$ cat src/rtl/mcs_io_master.sv
// MicroBlaze MCS IO bus initiator: one valid/ready command in, one strobed bus
// transaction out, one-cycle response back (with watchdog error on a silent responder).
module mcs_io_master #(
  parameter logic [31:0] BRG_BASE = 32'hc000_0000,
  parameter int unsigned TIMEOUT  = 256
) (
  input  logic        clk,
  input  logic        reset_n,
  input  logic        cmd_valid,
  output logic        cmd_ready,
  input  logic        cmd_wr,
  input  logic [21:0] cmd_addr,
  input  logic [31:0] cmd_wdata,
  input  logic [3:0]  cmd_be,
  output logic        rsp_valid,
  output logic [31:0] rsp_data,
  output logic        rsp_err,
  output logic        io_addr_strobe,
  output logic        io_read_strobe,
  output logic        io_write_strobe,
  output logic [31:0] io_address,
  output logic [3:0]  io_byte_enable,
  output logic [31:0] io_write_data,
  input  logic [31:0] io_read_data,
  input  logic        io_ready
);

  localparam int CW = $clog2(TIMEOUT + 1);
  localparam logic [CW-1:0] CNT_LIM = CW'(TIMEOUT - 1);

  typedef enum logic [1:0] {IDLE, STB, WAIT} state_t;

  state_t        state, state_nx;
  logic [CW-1:0] cnt;
  logic          wr_q;
  logic          acc, ack, tmo;
  logic          cmd_ready_d, stb_d, rsp_valid_d, rsp_err_d;
  logic [31:0]   rsp_data_d;

  assign acc = cmd_valid & cmd_ready;
  // ready wins over the watchdog when both land in the same cycle
  assign ack = (state == WAIT) & io_ready;
  assign tmo = (state == WAIT) & ~io_ready & (cnt == CNT_LIM);

  always_ff @(posedge clk) begin
    if (!reset_n) state <= IDLE;
    else          state <= state_nx;
  end

  always_comb begin
    state_nx = state;
    case (state)
      IDLE:    if (acc) state_nx = STB;
      STB:     state_nx = WAIT;
      WAIT:    if (ack || tmo) state_nx = IDLE;
      default: state_nx = IDLE;
    endcase
  end

  // Next values of the registered outputs; STB is only entered on an accept,
  // so the live cmd_wr selects the strobe.
  always_comb begin
    cmd_ready_d = (state_nx == IDLE);
    stb_d       = (state_nx == STB);
    rsp_valid_d = ack | tmo;
    rsp_err_d   = tmo;
    rsp_data_d  = (ack && !wr_q) ? io_read_data : 32'h0;
  end

  always_ff @(posedge clk) begin
    if (!reset_n) begin
      cmd_ready       <= 1'b0;
      io_addr_strobe  <= 1'b0;
      io_read_strobe  <= 1'b0;
      io_write_strobe <= 1'b0;
      rsp_valid       <= 1'b0;
      rsp_err         <= 1'b0;
      rsp_data        <= '0;
    end else begin
      cmd_ready       <= cmd_ready_d;
      io_addr_strobe  <= stb_d;
      io_read_strobe  <= stb_d & ~cmd_wr;
      io_write_strobe <= stb_d & cmd_wr;
      rsp_valid       <= rsp_valid_d;
      rsp_err         <= rsp_err_d;
      rsp_data        <= rsp_data_d;
    end
  end

  // Bus-side command fields hold from accept until the next accept.
  always_ff @(posedge clk) begin
    if (!reset_n) begin
      wr_q           <= 1'b0;
      io_address     <= '0;
      io_byte_enable <= '0;
      io_write_data  <= '0;
    end else if (acc) begin
      wr_q           <= cmd_wr;
      io_address     <= {BRG_BASE[31:24], cmd_addr, 2'b00};
      io_byte_enable <= cmd_be;
      io_write_data  <= cmd_wdata;
    end
  end

  // Watchdog counter: cleared in STB, counts WAIT cycles, saturates.
  always_ff @(posedge clk) begin
    if (!reset_n)                             cnt <= '0;
    else if (state == STB)                    cnt <= '0;
    else if (state == WAIT && cnt != '1)      cnt <= cnt + 1'b1;
  end

endmodule

$ cat config.mk
export PLATFORM = sky130hd
export DESIGN_NAME = mcs_io_master
export DESIGN_NICKNAME = d
export VERILOG_FILES = /design/src/rtl/mcs_io_master.sv
export SDC_FILE = /design/constraint.sdc
export NUM_CORES = 1
export LEC_CHECK = 0
export CORE_UTILIZATION = 62
export DETAILED_ROUTE_END_ITERATION = 12
export DONT_BUFFER_PORTS = 1
export PLACE_DENSITY = 0.79
export SLEW_MARGIN = 20
export SYNTH_ARGS = -nofsm -noshare
export SYNTH_HDL_FRONTEND = slang
export SYNTH_SLANG_ARGS = --single-unit
$ cat constraint.sdc
create_clock -name clk -period 4.3 [get_ports clk]
set_input_delay 0.645 -clock clk [delete_from_list [all_inputs] [get_ports clk]]
set_output_delay 0.645 -clock clk [all_outputs]
set_load 0.05 [all_outputs]
==> metrics.yaml, run 1 <==
ir_drop_uv: 327
std_cell_rows: 28
p_sw_mw: 0.522
setup_viol: 0
routed-via-count: 2563
worstMarginPinSlew_ns: 0.977
clockBufferDepth: 2
drive_gt1_share_pct: 5.00
synth.distinct_cells: 29
path_class: "flop to flop"
synth_area_leaders: "dfxtp_1, nand2_1, a21boi_0"
synth-main-ff-cell: "dfxtp_1"
cts-root-buf: "clkbuf_8"
p_clk_share_pct: 35.0
wl_per_cell_um: 15.5
core_mm2: 0.00592
track_usage_pct: 21.4
io_pins: 201
drc: 0
syn_inst: 410
status: "completed"
drt_iter0_markers: 117
routed_wl_mm: 7.35
cell_internal_pwr_mw: 1.42
ys_seq_area_share_pct: 57.3
start_kind: "flop"
async_flop_share_pct: 0
hp-class: "input pin to flop"
grt.overflow.total: 0
final_cell_mix: "nand2_1, dfxtp_1, a21boi_0"
setup_tns_ns: 0
final.min_clock_period_ns: 2.06
clk_pin_slew_ns: 0.10
start_util_pct: 64.3
die_y_um: 80.3
arrival_ns: 2.35
power_density_mw_per_mm2: 484
synth-seq-cells: 109
die_area_mm2: 0.00645
seqPwrFrac_pct: 60.5
netlist.area_leader.share_pct: 57.3
final_common_cell: "nand2_1"
grt-busiest-layer: "met2"
cts_tree: "built"
final_util_pct: 67.8
grt_pass1_vias: 2163
cp-end-kind: "flop"
use_met3_pct: 8.64
slew_headroom_pct: 34.8
ctsResizeCount: 0
gp_congestion: 0.721
synth_top_cell_by_area: "dfxtp_1"
io_buffers: 0
antennaDiodeCount: 0
antenna_found_initial: 0
syn_area_mm2: 0.00380
viasPerCell: 5.40
min_period_over_period_pct: 48.0
use_met1_pct: 22.7
cp_max_fo: 13
swShare_pct: 26.9
die_x_um: 80.3
synth_edf_count: 0
grt_first_pass_wirelength_mm: 10.3
dr.pass1.iters: 4
hold_violations: 0
clk_latency_ns: 0.36
rsz0062_at_grt: "false"
grt_util_met2_pct: 36.8
p_leak_nw: 1.45
reg2reg_slack_ns: 2.24
grt_max_degree: 67
area_growth_pct: 5.46
fill_cells: 472
ys_warn_count: 0
nets: 493
comb_power_share_pct: 4.5
cts-htree-levels: 3
avgSynthCellArea_um2: 9.28
cp.required_ns: 4.59
maxSlewViolCount: 0
clock_sinks: 109
dp_hpwl_mm: 5.13
fmax_ghz: 0.485
cts_hold_buf: 0
fin_skew_ns: 0.00883
numCtsBuffers: 9
postRouteAntennaNets: 0
cts_setup_buffers: 0
drv_cap: 0
[per-stage QoR]
step	power [mW]	std cells	hold WS [ns]	cell area [µm²]	setup slack (ns)
floorplan	1.28	417	0.444	3830	2.36
global placement	1.28	459	0.463	3770	2.05
detailed placement	1.29	459	0.477	3770	2.02
CTS	1.96	475	0.332	4000	1.99
global route	2.02	475	0.339	4010	2.14
finish	1.94	475	0.352	4010	2.24
[state kept, by name, indices dropped and copies added, names as in the netlist]
name and cells:
io_write_strobe 1, io_byte_enable 4, rsp_err 1, cmd_ready 1, io_read_strobe 1, io_write_data 32
rsp_data 32, wr_q 1, io_address 23, cnt 9, state 2, rsp_valid 1
io_addr_strobe 1
[critical path, cell delays in order (launching register included)]
cell     delay (ns)
dfxtp_1        0.34
ha_1           0.23
nand3_1        0.09
nor2_1         0.05
ha_1           0.19
or3b_4         0.44
or4_1          0.49
a21oi_1        0.17
[metal layers]
layer	part of all wire (%)	routed length, µm	vias to the layer above
met5	0	0	-
met4	1.1	80	0
met3	11	791	6
met2	49	3600	137
met1	39	2880	1141
li1	-	-	1279
[layout make-up]
cell class              count  area, µm²  area share (%)
inverters                   3       11.3           0.281
flip-flops and latches    109       2180            54.4
multi-input cells         272       1490            37.2
clock inverters             6       93.8            2.34
clock buffers              10        138            3.43
well taps                  75       93.8            2.34
[cell usage after synthesis, types with 4 or more instances]
cell and instances:
buf_4 9, o31ai_1 4, nor2_1 6, a21boi_0 60, a21oi_1 7, and2_1 34
clkbuf_1 23, dfxtp_1 109, nand2_1 124
[cells by family after synthesis]
| family | synth area share, % |
|---|---|
| AOI/OAI and AO/OA | 14.5 |
| xor gates and xnor gates | 0.230 |
| adders and majority gates | 0.987 |
| buffers and inverters | 4.64 |
| DFF | 57.3 |
| other | 0.0986 |
| and+or+nand+nor | 22.2 |
[power groups by stage]
stage	clock [mW]	sequential [mW]	combinational [mW]
after global placement	0	1.20	0.0840
after CTS	0.696	1.17	0.0876
after detailed placement	0	1.20	0.0871
after floorplan	0	1.19	0.0921
final	0.680	1.17	0.0871
after global routing	0.737	1.18	0.0981
[path summary, 6_finish.rpt]
| kind | start | end | depth (start not counted) |
|---|---|---|---|
| max | cnt[0]$_SDFFE_PP0P_ | cnt[7]$_SDFFE_PP0P_ | 7 |
| min | cmd_wr | io_read_strobe$_SDFF_PN0_ | 1 |
| max reg2reg | cnt[0]$_SDFFE_PP0P_ | cnt[7]$_SDFFE_PP0P_ | 7 |
| min reg2reg | cnt[1]$_SDFFE_PP0P_ | cnt[1]$_SDFFE_PP0P_ | 2 |
Note: power is estimated with default switching activity, not from simulation.
==> inputs of run 2 (changes only) <==
--- a/config.mk
+++ b/config.mk
@@ -5,10 +5,10 @@
 export SDC_FILE = /design/constraint.sdc
 export NUM_CORES = 1
 export LEC_CHECK = 0
-export CORE_UTILIZATION = 62
+export CORE_UTILIZATION = 55
 export DETAILED_ROUTE_END_ITERATION = 12
 export DONT_BUFFER_PORTS = 1
-export PLACE_DENSITY = 0.79
+export PLACE_DENSITY = 0.74
 export SLEW_MARGIN = 20
 export SYNTH_ARGS = -nofsm -noshare
 export SYNTH_HDL_FRONTEND = slang
==> constraint.sdc (replaced) <==
create_clock -name clk -period 1.84 [get_ports clk]
set_input_delay 0.276 -clock clk [delete_from_list [all_inputs] [get_ports clk]]
set_output_delay 0.276 -clock clk [all_outputs]
set_load 0.05 [all_outputs]
==> run 2 against run 1 <==
The flow now finishes with violations (setup timing). Power increased by 130%. Non-clock buffer count grew 21. Cell area is 6.2% higher. Register-to-register slack lost 2.3 ns. Die area rose by 12%. Clock power rose by 120%. Core utilization fell by 2.2 points. Critical path depth grew 1. Wire length up 10%.
==> metrics.yaml, run 2 (synthesis results as in run 1) <==
whs_ns: 0.0327  # -0.319 ns
ir_drop_uv: 535  # +63%
nets: 514  # +4.3%
routed-via-count: 2714  # +5.9%
fmax_ghz: 0.524  # +8.0%
drc: 0  # unchanged
grt.overflow.total: 0  # unchanged
r2r_start: "cnt[1]$_SDFFE_PP0P_"
clk_latency_ns: 0.35  # about the same
setup_ws_ns: -0.0699  # -2.31 ns
dr.pass1.iters: 4  # unchanged
track_usage_pct: 22.0  # +0.62 points
final_cell_mix: "nand2_1, dfxtp_1, a21boi_0"
gp_congestion: 0.774  # +7.4%
worstMarginPinSlew_ns: 0.549  # -0.428 ns
hold_violations: 0  # unchanged
io_buffers: 0  # unchanged
p_leak_nw: 1.55  # +6.9%
setup_viol: 6  # +6
reg2reg_slack_ns: -0.07  # -2.31 ns
min_period_over_period_pct: 104  # +56 points
fin_skew_ns: 0.0105  # +0.00165 ns
arrival_ns: 2.20  # -0.15 ns
postRouteAntennaNets: 0  # unchanged
slew_headroom_pct: 63.4  # +29 points
drive_gt1_share_pct: 12.4  # +7.4 points
start_util_pct: 58.6  # -5.7 points
maxSlewViolCount: 0  # unchanged
std_cell_rows: 29  # +3.6%
clk_pin_slew_ns: 0.10  # about the same
die_y_um: 85.2  # +6.0%
dp_hpwl_mm: 5.61  # +9.4%
reg_top3: "io_write_data: 32 flops, rsp_data: 32 flops, io_address: 23 flops"
stdcell_area_mm2: 0.00426  # +6.2%
final_util_pct: 65.6  # -2.2 points
final_common_cell: "nand2_1"
start_kind: "flop"
area_growth_pct: 12.0
failed_checks: "setup timing"
cp_max_fo: 6  # -7
power_density_mw_per_mm2: 1050  # +120%
grt_pass1_vias: 2570  # +19%
die_area_mm2: 0.00725  # +12%
rsz0062_at_grt: "true"
status: "complete, but fails checks"
routed_wl_mm: 8.10  # +10%
final.min_clock_period_ns: 1.91  # -0.153 ns
antennaDiodeCount: 0  # unchanged
antenna_found_initial: 0  # unchanged
numCtsBuffers: 9  # unchanged
wl_per_cell_um: 16.3  # +5.3%
viasPerCell: 5.46  # +1.2%
dp_slack_ns: -0.0950  # -2.12 ns
drv_cap: 0  # unchanged
io_pins: 201  # unchanged
placed_cell_area_mm2: 0.00391  # +3.9%
clockBufferDepth: 2  # unchanged
grt_first_pass_wirelength_mm: 12.3  # +19%
core_mm2: 0.00649  # +9.7%
cp-end-kind: "flop"
path_class: "flop to flop"
cp.required_ns: 2.13  # -2.46 ns
hp-class: "input pin to flop"
hp-start: "io_read_data[25]"
die_x_um: 85.2  # +6.0%
setup_tns_ns: -0.281  # -0.281 ns
crit_start: "cnt[1]$_SDFFE_PP0P_"
cts-root-buf: "clkbuf_8"
grt_max_degree: 67  # unchanged
drt_iter0_markers: 96  # -18%
cts_tree: "built"
cts-htree-levels: 3  # unchanged
clock_sinks: 109  # unchanged
[run 2: final cells by class]
type | count | area [µm²]
fillers | 557 | 2230
flip-flops and latches | 109 | 2180
multi-input cells | 272 | 1570
repair buffers | 21 | 195
clock buffers | 11 | 131
well taps | 77 | 96.3
clock inverters | 4 | 73.8
inverters | 3 | 11.3
[run 2: what timing repair did]
| item | CTS | global route |
|---|---|---|
| setup endpoints to repair | 5 | 6 |
| hold buffers | 2 | 0 |
| buffers inserted | 3 | 1 |
| endpoints found under the hold margin | 2 | 0 |
| pin swaps | 10 | 4 |
| gates resized for setup | 11 | 10 |
[run 2: worst paths after layout]
kind	cells past startpoint	end
max	8	cnt[3]$_SDFFE_PP0P_
min	1	rsp_data[25]$_SDFF_PN0_
max reg2reg	8	cnt[3]$_SDFFE_PP0P_
min reg2reg	1	io_address[30]$_SDFFE_PN0P_
[run 2: where the power goes]
part / switching, mW / internal [mW]
clock network: 0.743 / 0.762
registers: 0.289 / 2.43
logic: 0.169 / 0.0948
[run 2: per-stage QoR]
stage          std cells  power, mW
2_1_floorplan        417       2.99
3_3_place_gp         476       3.02
3_5_place_dp         476       3.03
4_1_cts              496       4.53
5_1_grt              497       4.66
6_report             497       4.49
[run 2: layer usage]
metal  GRT usage (%)  part of all wire [%]
met1            22.5                    38
met2            39.1                    51
met3            8.46                   9.4
met4            11.2                   2.2
met5               0                     0
[run 2: critical path, cell delays in order, from the launching register on]
cell and delay (ns):
dfxtp_2 0.35, ha_4 0.17, nand3_4 0.08, nor2_4 0.04, ha_4 0.16, or3b_4 0.41
buf_6 0.15, or3_1 0.36, a21oi_2 0.12
